File: src/rtl/morse_decoder_pkg.sv
// morse_decoder_pkg
//   Shared definitions for the morse receiver: frame width, the S..Z
//   16-symbol patterns (MSB = first symbol on the wire), letter codes and
//   the decoder FSM state encoding.
//   Optional build macro used by this block: MORSE_DECODER_EARLY_END_EN.
package morse_decoder_pkg;

  localparam int FRAME_BITS = 16;

  // 1 = mark. Dot = 1 unit, dash = 3 units, 1-unit gap between elements.
  localparam logic [15:0] PAT_S = 16'b1010100000000000;
  localparam logic [15:0] PAT_T = 16'b1110000000000000;
  localparam logic [15:0] PAT_U = 16'b1010111000000000;
  localparam logic [15:0] PAT_V = 16'b1010101110000000;
  localparam logic [15:0] PAT_W = 16'b1011101110000000;
  localparam logic [15:0] PAT_X = 16'b1110101011100000;
  localparam logic [15:0] PAT_Y = 16'b1110101110111000;
  localparam logic [15:0] PAT_Z = 16'b1110111010100000;

  localparam logic [2:0] LTR_S = 3'd0;
  localparam logic [2:0] LTR_T = 3'd1;
  localparam logic [2:0] LTR_U = 3'd2;
  localparam logic [2:0] LTR_V = 3'd3;
  localparam logic [2:0] LTR_W = 3'd4;
  localparam logic [2:0] LTR_X = 3'd5;
  localparam logic [2:0] LTR_Y = 3'd6;
  localparam logic [2:0] LTR_Z = 3'd7;

  typedef enum logic [1:0] {
    ST_IDLE    = 2'd0,
    ST_CAPTURE = 2'd1,
    ST_MATCH   = 2'd2
  } state_t;

  // Pattern for a given letter code.
  function automatic logic [15:0] pattern_of(input logic [2:0] code);
    logic [15:0] p;
    p = PAT_S;
    case (code)
      LTR_S:   p = PAT_S;
      LTR_T:   p = PAT_T;
      LTR_U:   p = PAT_U;
      LTR_V:   p = PAT_V;
      LTR_W:   p = PAT_W;
      LTR_X:   p = PAT_X;
      LTR_Y:   p = PAT_Y;
      default: p = PAT_Z;
    endcase
    return p;
  endfunction

endpackage

File: src/rtl/morse_decoder_symbol_timer.sv
// morse_decoder_symbol_timer
//   Loadable down-counter that marks symbol sample points. Unlike a
//   free-running divider its phase is set by `load`, so each frame can be
//   aligned to its own leading mark edge.
// Ports:
//   clock       system clock
//   reset       asynchronous active-low reset
//   load        load `load_value` this cycle (wins over counting)
//   load_value  next count value
//   enable      count down while high
//   tick        high while enabled and the count has reached zero
module morse_decoder_symbol_timer #(
  parameter int SYMBOL_CYCLES = 25000000,
  localparam int TW = $clog2(SYMBOL_CYCLES)
) (
  input  logic          clock,
  input  logic          reset,
  input  logic          load,
  input  logic [TW-1:0] load_value,
  input  logic          enable,
  output logic          tick
);

  logic [TW-1:0] count;

  always_ff @(posedge clock or negedge reset) begin
    if (!reset) begin
      count <= '0;
    end else if (load) begin
      count <= load_value;
    end else if (enable && (count != '0)) begin
      count <= count - TW'(1);
    end
  end

  assign tick = enable && (count == '0);

endmodule

File: src/rtl/morse_decoder.sv
// morse_decoder
//   Receives the serial morse stream, re-times it to mid-symbol sample
//   points, captures one frame starting at the first mark and matches it
//   against the S..Z patterns.
//   Optional build macro: MORSE_DECODER_EARLY_END_EN -- capture also ends
//   after three consecutive 0 samples that follow a 1; the frame is then
//   zero-filled to full width before matching.
// Ports:
//   clock         system clock
//   reset         asynchronous active-low reset
//   morse_code    serial stream, 1 = mark, asynchronous to symbol phase
//   letter        decoded letter code (000 = S .. 111 = Z)
//   letter_valid  one-cycle pulse, `letter` carries the new code
//   decode_error  one-cycle pulse, frame matched no pattern
//   busy          high in CAPTURE or MATCH
//   dbg_state     current FSM state
// Handshake: letter_valid / decode_error are fire-and-forget one-cycle
// pulses with no ready; they are mutually exclusive and only occur in MATCH.
module morse_decoder
  import morse_decoder_pkg::*;
#(
  parameter int SYMBOL_CYCLES = 25000000
) (
  input  logic       clock,
  input  logic       reset,
  input  logic       morse_code,
  output logic [2:0] letter,
  output logic       letter_valid,
  output logic       decode_error,
  output logic       busy,
  output state_t     dbg_state
);

  localparam int TW = $clog2(SYMBOL_CYCLES);
  localparam logic [TW-1:0] HALF_LOAD = TW'(SYMBOL_CYCLES / 2);
  localparam logic [TW-1:0] FULL_LOAD = TW'(SYMBOL_CYCLES - 1);
  localparam logic [4:0]    LAST_BIT  = 5'(FRAME_BITS - 1);
  localparam logic [4:0]    FULL_CNT  = 5'(FRAME_BITS);

  state_t                  state, state_next;
  logic [1:0]              sync;
  logic                    ms, ms_prev, rise;
  logic                    tick, timer_load;
  logic [TW-1:0]           timer_value;
  logic [FRAME_BITS-1:0]   shreg, shreg_shift, shreg_next;
  logic [4:0]              bit_cnt;
  logic [2:0]              letter_q, match_idx;
  logic                    hit, capture_done, early_end, glitch;

  // {hit, index} of the pattern equal to the frame.
  function automatic logic [3:0] match_frame(input logic [FRAME_BITS-1:0] f);
    logic [3:0] r;
    r = 4'b0;
    for (int i = 0; i < 8; i++) begin
      if (f == pattern_of(3'(i))) r = {1'b1, 3'(i)};
    end
    return r;
  endfunction

  // Two-flop synchroniser plus one history flop for edge detection.
  always_ff @(posedge clock or negedge reset) begin
    if (!reset) begin
      sync    <= 2'b00;
      ms_prev <= 1'b0;
    end else begin
      sync    <= {sync[0], morse_code};
      ms_prev <= sync[1];
    end
  end

  assign ms   = sync[1];
  assign rise = ms && !ms_prev;

  morse_decoder_symbol_timer #(.SYMBOL_CYCLES(SYMBOL_CYCLES)) u_timer (
    .clock      (clock),
    .reset      (reset),
    .load       (timer_load),
    .load_value (timer_value),
    .enable     (state == ST_CAPTURE),
    .tick       (tick)
  );

`ifdef MORSE_DECODER_EARLY_END_EN
  logic [1:0] zero_run;
  logic       seen_one;

  // Third consecutive 0 after a mark is the inter-letter gap.
  assign early_end = seen_one && (zero_run == 2'd2) && !ms;

  always_ff @(posedge clock or negedge reset) begin
    if (!reset) begin
      zero_run <= 2'd0;
      seen_one <= 1'b0;
    end else if ((state == ST_IDLE) && rise) begin
      zero_run <= 2'd0;
      seen_one <= 1'b0;
    end else if ((state == ST_CAPTURE) && tick) begin
      if (ms) begin
        zero_run <= 2'd0;
        seen_one <= 1'b1;
      end else if (zero_run != 2'd3) begin
        zero_run <= zero_run + 2'd1;
      end
    end
  end
`else
  assign early_end = 1'b0;
`endif

  assign glitch       = (bit_cnt == 5'd0) && !ms;
  assign capture_done = (bit_cnt == LAST_BIT) || early_end;
  assign shreg_shift  = {shreg[FRAME_BITS-2:0], ms};
  // On an early end, left-align the captured symbols so the pattern
  // compare sees the same zero-padded frame as a full capture.
  assign shreg_next   = early_end ? (shreg_shift << (LAST_BIT - bit_cnt))
                                  : shreg_shift;

  always_ff @(posedge clock or negedge reset) begin
    if (!reset) state <= ST_IDLE;
    else        state <= state_next;
  end

  always_comb begin
    state_next  = state;
    timer_load  = 1'b0;
    timer_value = HALF_LOAD;
    unique case (state)
      ST_IDLE: begin
        if (rise) begin
          state_next  = ST_CAPTURE;
          timer_load  = 1'b1;
          timer_value = HALF_LOAD;
        end
      end
      ST_CAPTURE: begin
        if (tick) begin
          timer_load  = 1'b1;
          timer_value = FULL_LOAD;
          if (glitch)            state_next = ST_IDLE;
          else if (capture_done) state_next = ST_MATCH;
        end
      end
      ST_MATCH: state_next = ST_IDLE;
      default:  state_next = ST_IDLE;
    endcase
  end

  always_ff @(posedge clock or negedge reset) begin
    if (!reset) begin
      shreg    <= '0;
      bit_cnt  <= 5'd0;
      letter_q <= 3'd0;
    end else if ((state == ST_IDLE) && rise) begin
      shreg   <= '0;
      bit_cnt <= 5'd0;
    end else if ((state == ST_CAPTURE) && tick) begin
      shreg <= shreg_next;
      if (bit_cnt != FULL_CNT) bit_cnt <= bit_cnt + 5'd1;
    end else if ((state == ST_MATCH) && hit) begin
      letter_q <= match_idx;
    end
  end

  assign {hit, match_idx} = match_frame(shreg);

  // The new code is presented in the same cycle as its valid pulse.
  assign letter_valid = (state == ST_MATCH) && hit;
  assign decode_error = (state == ST_MATCH) && !hit;
  assign letter       = letter_valid ? match_idx : letter_q;
  assign busy         = (state != ST_IDLE);
  assign dbg_state    = state;

endmodule
File: config.mk
export PLATFORM = sky130hd
export DESIGN_NAME = morse_decoder
export DESIGN_NICKNAME = d
export VERILOG_FILES = /design/src/rtl/morse_decoder_pkg.sv /design/src/rtl/morse_decoder_symbol_timer.sv /design/src/rtl/morse_decoder.sv
export SDC_FILE = /design/constraint.sdc
export NUM_CORES = 1
export LEC_CHECK = 0
export CAP_MARGIN = 20
export CORE_MARGIN = 1
export CORE_UTILIZATION = 55
export DETAILED_ROUTE_END_ITERATION = 12
export PLACE_DENSITY = 0.78
export SYNTH_ARGS = -nofsm -noshare
export SYNTH_HDL_FRONTEND = slang
export SYNTH_SLANG_ARGS = --single-unit
File: constraint.sdc
create_clock -name clock -period 7.6 [get_ports clock]
set_clock_uncertainty 0.15 [all_clocks]
set_input_delay 1.9 -clock clock [delete_from_list [all_inputs] [get_ports clock]]
set_output_delay 1.9 -clock clock [all_outputs]
set_load 0.02 [all_outputs]
# Word-level counts from Yosys, hierarchy flattened
# Index checks and enable logic that the tools add are counted.
# word_totals
register_bits	54
latchBits	0
ramBits	0
rom_bits	0
inputBits	3
out_inout_bits	8
memories	0
# op_classes
n_addsub	2
multipliers	0
n_div	0
magnitude_cmp	0
n_eq_ne	15
shifts	0
muxes	26
bitwise	2
n_reduce_logical	22
# ops
cell	n
16-bit == test (second input constant)	8
25-bit 2-to-1 mux	4
16-bit 2-to-1 mux	2
4-bit 2-to-1 mux	8
25-bit logical NOT	1
25-bit nonzero test	1
25-bit by 1-bit subtractor with 25-bit output (second input constant)	1
5-bit 2-to-1 mux	3
1-bit logical AND	8
2-bit 2-to-1 mux	4
2-bit nonzero test	4
5-bit by 1-bit adder with 5-bit output (second input constant)	1
5-bit by 4-bit == test with 1-bit output (second input constant)	1
5-bit logical NOT	1
5-bit inequality test (second input constant)	1
2-bit inequality test (second input constant)	2
2-bit case mux with 2 select lines	1
2-bit AND reduction	2
1-bit logical NOT	3
3-bit 2-to-1 mux	1
3-bit inequality test (second input constant)	1
3-bit AND reduction	1
2-bit by 1-bit == test with 1-bit output (second input constant)	1
2-bit == test (second input constant)	1
other kinds (4)	6

# Longest topological paths before layout
# Gate-level depths: netlist (run 1).
# logic_depth
depth_word	11
ltp_mapped	10
depth_no_buf	7

# By module
# A second synthesis (run 1) with hierarchy kept.
# unflattened
cells_unflattened	361
area_unflattened_um2	3155.5
# modules_own_cells
mod	instances	cells_each	area_each_um2	seq_area_each_um2
morse_decoder_symbol_timer	1	191	1592.8	625.6
morse_decoder	1	170	1562.7	725.7

# Worst setup path before layout (run 1)
# Ideal clock, no wire load.
# synth_path
path_type	reg2out
from	register shreg[6]
to	output port letter[0]
arrival_ns	2.682
required_ns	5.550
slack_ns	2.868
path_stages_with_launch	6
n_path_buf	0
path_cell_list	dfrtp_1 -> or4_4 -> or4_4 -> or4b_4 -> a31oi_4 -> mux2_1
# synth_via
elab_chain_cells	11
elab_cells_between_ends	18
# synth_lines
element	line	source
from (decl)	morse_decoder.sv:45	logic [FRAME_BITS-1:0] shreg, shreg_shift, shreg_next;
from (signal assigned)	morse_decoder.sv:157	shreg <= shreg_next;
16-bit == test	morse_decoder.sv:55	if (f == pattern_of(3'(i))) r = {1'b1, 3'(i)};
4-bit 2-to-1 mux (7 in a row)	morse_decoder.sv:55	
4-bit 2-to-1 mux (*)	morse_decoder.sv:55	
1-bit logical AND (*)	morse_decoder.sv:167	assign letter_valid = (state == ST_MATCH) && hit;
via letter_valid	morse_decoder.sv:28	output logic letter_valid,
3-bit 2-to-1 mux (*)	morse_decoder.sv:169	assign letter = letter_valid ? match_idx : letter_q;
to (decl)	morse_decoder.sv:27	output logic [2:0] letter,
# The timed path passes the listed nets; every way through them passes the cells marked *.

# Worst setup path in the final report (run 1)
# layout_path
from	register shreg[6]
to	output port letter[0]
# layout_via
elab_chain_cells	11
elab_cells_between_ends	18
# layout_lines
element	line
16-bit == test	morse_decoder.sv:55
4-bit 2-to-1 mux (7 in a row)	morse_decoder.sv:55
4-bit 2-to-1 mux (*)	morse_decoder.sv:55
1-bit logical AND	morse_decoder.sv:167
3-bit 2-to-1 mux (*)	morse_decoder.sv:169
# Every way passes the cells marked *; elsewhere a longest branch is shown, timed or not.

==> results.json, run 1 <==
{
  "status": "complete, no violations",
  "wl_um": 6097,
  "worstPathCellList": "or4_4 -> or4_4 -> or4b_4 -> a31oi_4 -> mux2_1 -> clkdlybuf4s50_1",
  "worst-setup-path-type": "register to output port",
  "synth_top_cell_by_area": "dfrtp_1",
  "ctsHoldBuffers": 0,
  "ant_nets": 0,
  "fin_crit_sh_pct": 72.11,
  "crit_path_max_fanout": 7,
  "cts_buffers": 5,
  "synth_seq_cells": 54,
  "cts_root_buffer": "clkbuf_8",
  "clock_power_share_pct": 27.6,
  "n_fill_cell": 459,
  "worst-endpoint-required_ns": 5.55,
  "cp_common_cell": "or4_4",
  "pwr-share-seq_pct": 51.6,
  "die_height_um": 74.62,
  "clkTransAtPathRegs_ns": 0.09,
  "place_ws_ns": 2.463,
  "max-clock-path-buffers": 2,
  "synth_edf_count": 0,
  "rsz0062_at_grt": "false",
  "synthCells": 311,
  "port_buffers": 10,
  "finalSetupViolCount": 0,
  "avgSynthCellArea_sq_um": 9.326,
  "fin_util_pct": 61.76,
  "dr.pass1.iters": 4,
  "cap_viol_max_count": 0,
  "synth.cell_area_sq_mm": 0.002900,
  "drc": 0,
  "drive_above_1_share_pct": 9.404,
  "ys.flop_type": "dfrtp_1",
  "switching_power_uw": 212.9,
  "dr.first_iter.drc_count": 199,
  "fmaxAchievable_mhz": 182.5,
  "grt_pass1_wl_um": 10210,
  "clock-sinks": 54,
  "seq_area_frac_synth_pct": 46.59,
  "rows": 26,
  "clock_latency_ns": 0.31,
  "crit_start": "shreg[6]",
  "fin_tns_setup_ns": 0,
  "yosysWarnings": 0,
  "synth_area_leaders": "dfrtp_1, nand2_1, a21oi_1",
  "synth_nets": 318,
  "slew_headroom_pct": 38.17,
  "hp-start": "sync[0]",
  "antenna_found_initial": 0,
  "start_util_pct": 56.79,
  "synth_top_area_share_pct": 46.59,
  "slew_violations": 0,
  "nets": 325,
  "die_w_um": 74.62,
  "syn_to_final_growth_pct": 8.758,
  "r2r-start": "u_timer.count[17]",
  "worst_path_max_delay_cell": "or4b_4",
  "p_leak_uw": 0.001225,
  "cts_resized": 0,
  "timing.final.ws_setup_ns": 2.119,
  "critical-path-max-stage-delay_ns": 0.56,
  "grt_max_degree": 55,
  "post_cts_buffers": 0,
  "hold_ws_ns": 0.2047,
  "synthArstFlopShare_pct": 100.0,
  "final_cell_mix": "nand2_1, dfrtp_1, a21oi_1",
  "p_sw_share_pct": 30.82,
  "final_common_cell": "nand2_1",
  "antenna_cells": 0,
  "intPower_uw": 477.9,
  "die_area_sq_mm": 0.005567,
  "gp_congestion": 0.8814,
  "hold_viol": 0,
  "period_minus_slack_ns": 5.481,
  "grt_overflow": 0,
  "h-tree-depth": 2,
  "hpwl_um": 4165,
  "num_vias": 2390,
  "ios": 11,
  "worst-slew-pin-transition_ns": 0.9190,
  "wl_per_cell_um": 15.67,
  "track_usage_pct": 24.26,
  "cts_tree": "yes",
  "peakVddDrop_mv": 0.1106,
  "synth.distinct_cells": 54,
  "worst_setup_path_start_kind": "register",
  "design.core.area_sq_mm": 0.005107,
  "cp.arrival_ns": 3.43,
  "via_per_inst": 6.144,
  "crit_path_end_kind": "output port",
  "hp-class": "register to register",
  "power_frac_comb_pct": 20.8,
  "grt_pass1_vias": 2195,
  "power-per-cell-area_mw_per_mm2": 219.0
}
## layer usage
metal | routed length, um | track usage [%]
met2 | 2931 | 39.34
met1 | 2846 | 33.39
met4 | 67 | 6.918
met3 | 251 | 4.685
met5 | 0 | 0
## state kept, by name, summed over array words and instances, names as in the netlist
name / count
shreg: 16
u_timer.count: 25
bit_cnt: 5
ms_prev: 1
sync: 2
letter_q: 3
dbg_state: 2
## power by group through the flow
stage / Sequential [uW] / Combinational (uW) / Clock [uW]
finish: 357 / 144 / 190
CTS: 355 / 142 / 195
global route: 361 / 159 / 203
global placement: 359 / 136 / 0
detailed placement: 360 / 142 / 0
floorplan: 352 / 104 / 0
## metrics by stage
step / cell area, sq um / cells / total power, uW
5_1_grt: 3154 / 389 / 723.9
4_1_cts: 3154 / 389 / 692.2
3_3_place_gp: 3048 / 381 / 495.5
6_report: 3154 / 389 / 690.8
2_1_floorplan: 2900 / 311 / 456.2
3_5_place_dp: 3048 / 381 / 501.7
## worst max-delay path: cells and delay by family (launching register included)
kind / cells / cell delay (ns)
AOI/OAI and AO/OA: 1 / 0.26
buffers and inverters: 1 / 0.53
DFF: 1 / 0.45
muxes: 1 / 0.34
and+or+nand+nor: 3 / 1.53
## logic make-up after synthesis
kind of cell               Yosys count  share of synthesized area, %
muxes                                8                         2.890
AOI/OAI and AO/OA                   61                         14.11
xor gates and xnor gates            10                         3.020
buffers and inverters               21                         3.192
adders and majority gates            4                         1.726
and+or+nand+nor                    153                         28.47
DFF                                 54                         46.59
## cell usage after synthesis, drive strengths merged (6+ instances only)
| master | instances |
|---|---|
| a21oi | 21 |
| clkbuf | 8 |
| dfrtp | 54 |
| inv | 8 |
| nand2 | 57 |
| nand3 | 12 |
| nand4 | 6 |
| nor2 | 14 |
| nor3 | 8 |
| nor4 | 14 |
| o21ai | 9 |
| or4 | 7 |
| xnor2 | 10 |
## worst paths after layout
| check | cells after the start | end | slack [ns] |
|---|---|---|---|
| max | 6 | letter[0] | 2.12 |
| min | 0 | sync[1] | 0.20 |
| max reg2reg | 5 | u_timer.count[21] | 4.52 |
| min reg2reg | 0 | sync[1] | 0.20 |
| max in group asynchronous | 2 | u_timer.count[13] | 5.29 |
| min in group asynchronous | 2 | u_timer.count[10] | 1.56 |
## final cells by class
class | instances | area [sq um] | share of cell area [%]
well taps | 70 | 87.58 | 2.777
repair buffers | 13 | 117.6 | 3.729
flip-flops and latches | 54 | 1351 | 42.84
inverters | 8 | 30.03 | 0.9520
clock inverters | 1 | 30.03 | 0.9520
multi-input cells | 236 | 1461 | 46.33
clock buffers | 7 | 76.32 | 2.420
Power figures use the tool's default switching activity.
==> run 2, diff against run 1 <==
--- a/config.mk
+++ b/config.mk
@@ -9,7 +9,7 @@
 export CORE_MARGIN = 1
 export CORE_UTILIZATION = 55
 export DETAILED_ROUTE_END_ITERATION = 12
-export PLACE_DENSITY = 0.78
+export PLACE_DENSITY = 0.81
 export SYNTH_ARGS = -nofsm -noshare
 export SYNTH_HDL_FRONTEND = slang
 export SYNTH_SLANG_ARGS = --single-unit
==> constraint.sdc (replaced) <==
create_clock -name clock -period 5.04 [get_ports clock]
set_clock_uncertainty 0.15 [all_clocks]
set_input_delay 1.26 -clock clock [delete_from_list [all_inputs] [get_ports clock]]
set_output_delay 1.26 -clock clock [all_outputs]
set_load 0.02 [all_outputs]
==> run 2 against run 1 <==
Power up 53%. Register-to-register slack worse by 2.6 ns. Count of clock-buffer cells in the layout down 2. Highest routed layer unchanged.
==> results.json, run 2 (synthesis results as in run 1) <==
{
  "status": "complete, no violations",
  "total_power_uw": 1054,
  "hp-class": "register to register",
  "grt_pass1_vias": 2163,
  "cts_root_buffer": "clkbuf_8",
  "reg2reg_depth": 5,
  "cts_resized": 0,
  "cap_viol_max_count": 0,
  "slew_headroom_pct": 48.45,
  "final_common_cell": "nand2_1",
  "gp_congestion": 0.8539,
  "timing.final.ws_setup_ns": 0.1812,
  "regToRegEndpoint": "u_timer.count[21]",
  "worst-endpoint-required_ns": 3.63,
  "crit_path_max_fanout": 10,
  "antenna_found_initial": 0,
  "slew_violations": 0,
  "h-tree-depth": 2,
  "ios": 11,
  "worst_setup_path_start_kind": "register",
  "crit_path_end_kind": "output port",
  "grt_max_degree": 37,
  "drc": 0,
  "nets": 326,
  "power-per-cell-area_mw_per_mm2": 333.0,
  "post_cts_buffers": 0,
  "fin_tns_setup_ns": 0,
  "cts_tree": "yes",
  "min_to": "sync[1]",
  "worst_path_max_delay_cell": "or4b_2",
  "num_vias": 2423,
  "fmaxAchievable_mhz": 205.8,
  "hp-start": "sync[0]",
  "track_usage_pct": 23.99,
  "r2r-start": "u_timer.count[17]",
  "critical-path-max-stage-delay_ns": 0.65,
  "fin_util_pct": 61.98,
  "worstHoldPathCells": 0,
  "design.core.area_sq_mm": 0.005107,
  "worstPathCellList": "or4b_2 -> a2111oi_0 -> o31ai_1 -> a31oi_4 -> mux2_1 -> clkdlybuf4s50_1",
  "ant_nets": 0,
  "dr.first_iter.drc_count": 281,
  "finalSetupViolCount": 0,
  "die_area_sq_mm": 0.005567,
  "port_buffers": 10,
  "worst-setup-path-type": "register to output port",
  "die_height_um": 74.62,
  "max-clock-path-buffers": 2,
  "hpwl_um": 4189,
  "syn_to_final_growth_pct": 9.146,
  "die_w_um": 74.62,
  "grt_overflow": 0,
  "rrSetupSlack_ns": 1.97,
  "via_per_inst": 6.213,
  "peakVddDrop_mv": 0.1636,
  "clkTransAtPathRegs_ns": 0.09,
  "drive_above_1_share_pct": 10.31,
  "rsz0062_at_grt": "false",
  "cp.arrival_ns": 3.45,
  "worst-slew-pin-transition_ns": 0.7725,
  "clock-sinks": 54,
  "largest_register_ffs": 25,
  "path_buf_inv": 1,
  "wl_um": 6025,
  "place_ws_ns": 0.5435,
  "top_regs": "u_timer.count: 25 flops, shreg: 16 flops, bit_cnt: 5 flops",
  "period_minus_slack_ns": 4.859,
  "start_util_pct": 56.79,
  "rows": 26,
  "p_leak_uw": 0.001237,
  "cp_top_family": "compound AO/OA/AOI/OAI gates",
  "antenna_cells": 0,
  "fin_crit_sh_pct": 96.40,
  "n_fill_cell": 432,
  "cts_buffers": 5,
  "dr.pass1.iters": 5,
  "grt_pass1_wl_um": 10140,
  "hold_viol": 0,
  "largest-register": "u_timer.count",
  "ctsHoldBuffers": 0,
  "clock_latency_ns": 0.31,
  "wl_per_cell_um": 15.45,
  "final_cell_mix": "nand2_1, dfrtp_1, a21oi_1"
}
## run 2: cell types whose count changed in the layout (fill, tap and decap cells not counted)
cell / before / now
clkbuf_1: 2 / 0
buf_2: 1 / 2
clkinv_2: 0 / 1
inv_6: 0 / 1
## run 2: routing by layer
layer	part of all wire (%)	up-vias	global-route usage, %
li1	-	1160	-
met2	47	82	37.24
met3	4.6	13	4.284
met1	47	1168	34.56
met4	1.4	0	7.338
met5	0	-	0
## run 2: per-stage QoR
step	instances	hold slack, ns	instance area [sq um]
5_1_grt	390	0.2165	3166
4_1_cts	389	0.2103	3161
2_1_floorplan	311	0.1812	2900
6_report	390	0.2085	3166
3_3_place_gp	381	0.1867	3048
3_5_place_dp	381	0.1903	3048
## run 2: report_power, final
group / switching, uW / internal [uW] / total (uW)
Clock: 148 / 149 / 297
Sequential: 51.7 / 485 / 537
Combinational: 132 / 88.4 / 221
## run 2: area by class of cell
cell class              count  area, sq um  share of cell area, %
multi-input cells         236         1461                  46.17
flip-flops and latches     54         1351                  42.69
repair buffers             14        122.6                  3.874
well taps                  70        87.58                  2.767
clock buffers               5        68.82                  2.174
clock inverters             3        43.79                  1.383
inverters                   8        30.03                 0.9486
## run 2: worst max path at each step
stage                     cells past startpoint  startpoint  slack (ns)         to
after global routing                          6   shreg[10]       0.003  letter[0]
after detailed placement                      6    shreg[6]        0.54  letter[0]
after CTS                                     6   shreg[10]        0.18  letter[0]
after global placement                        6    shreg[6]        0.56  letter[0]
after floorplan                               5    shreg[6]        0.95  letter[0]
final                                         6   shreg[10]        0.18  letter[0]
## run 2: worst reg2reg max path: cells and delay by family, from the launching register on
kind / cells / cell delay (ns)
flip-flops: 1 / 0.42
AND/OR/NAND/NOR: 5 / 2.43
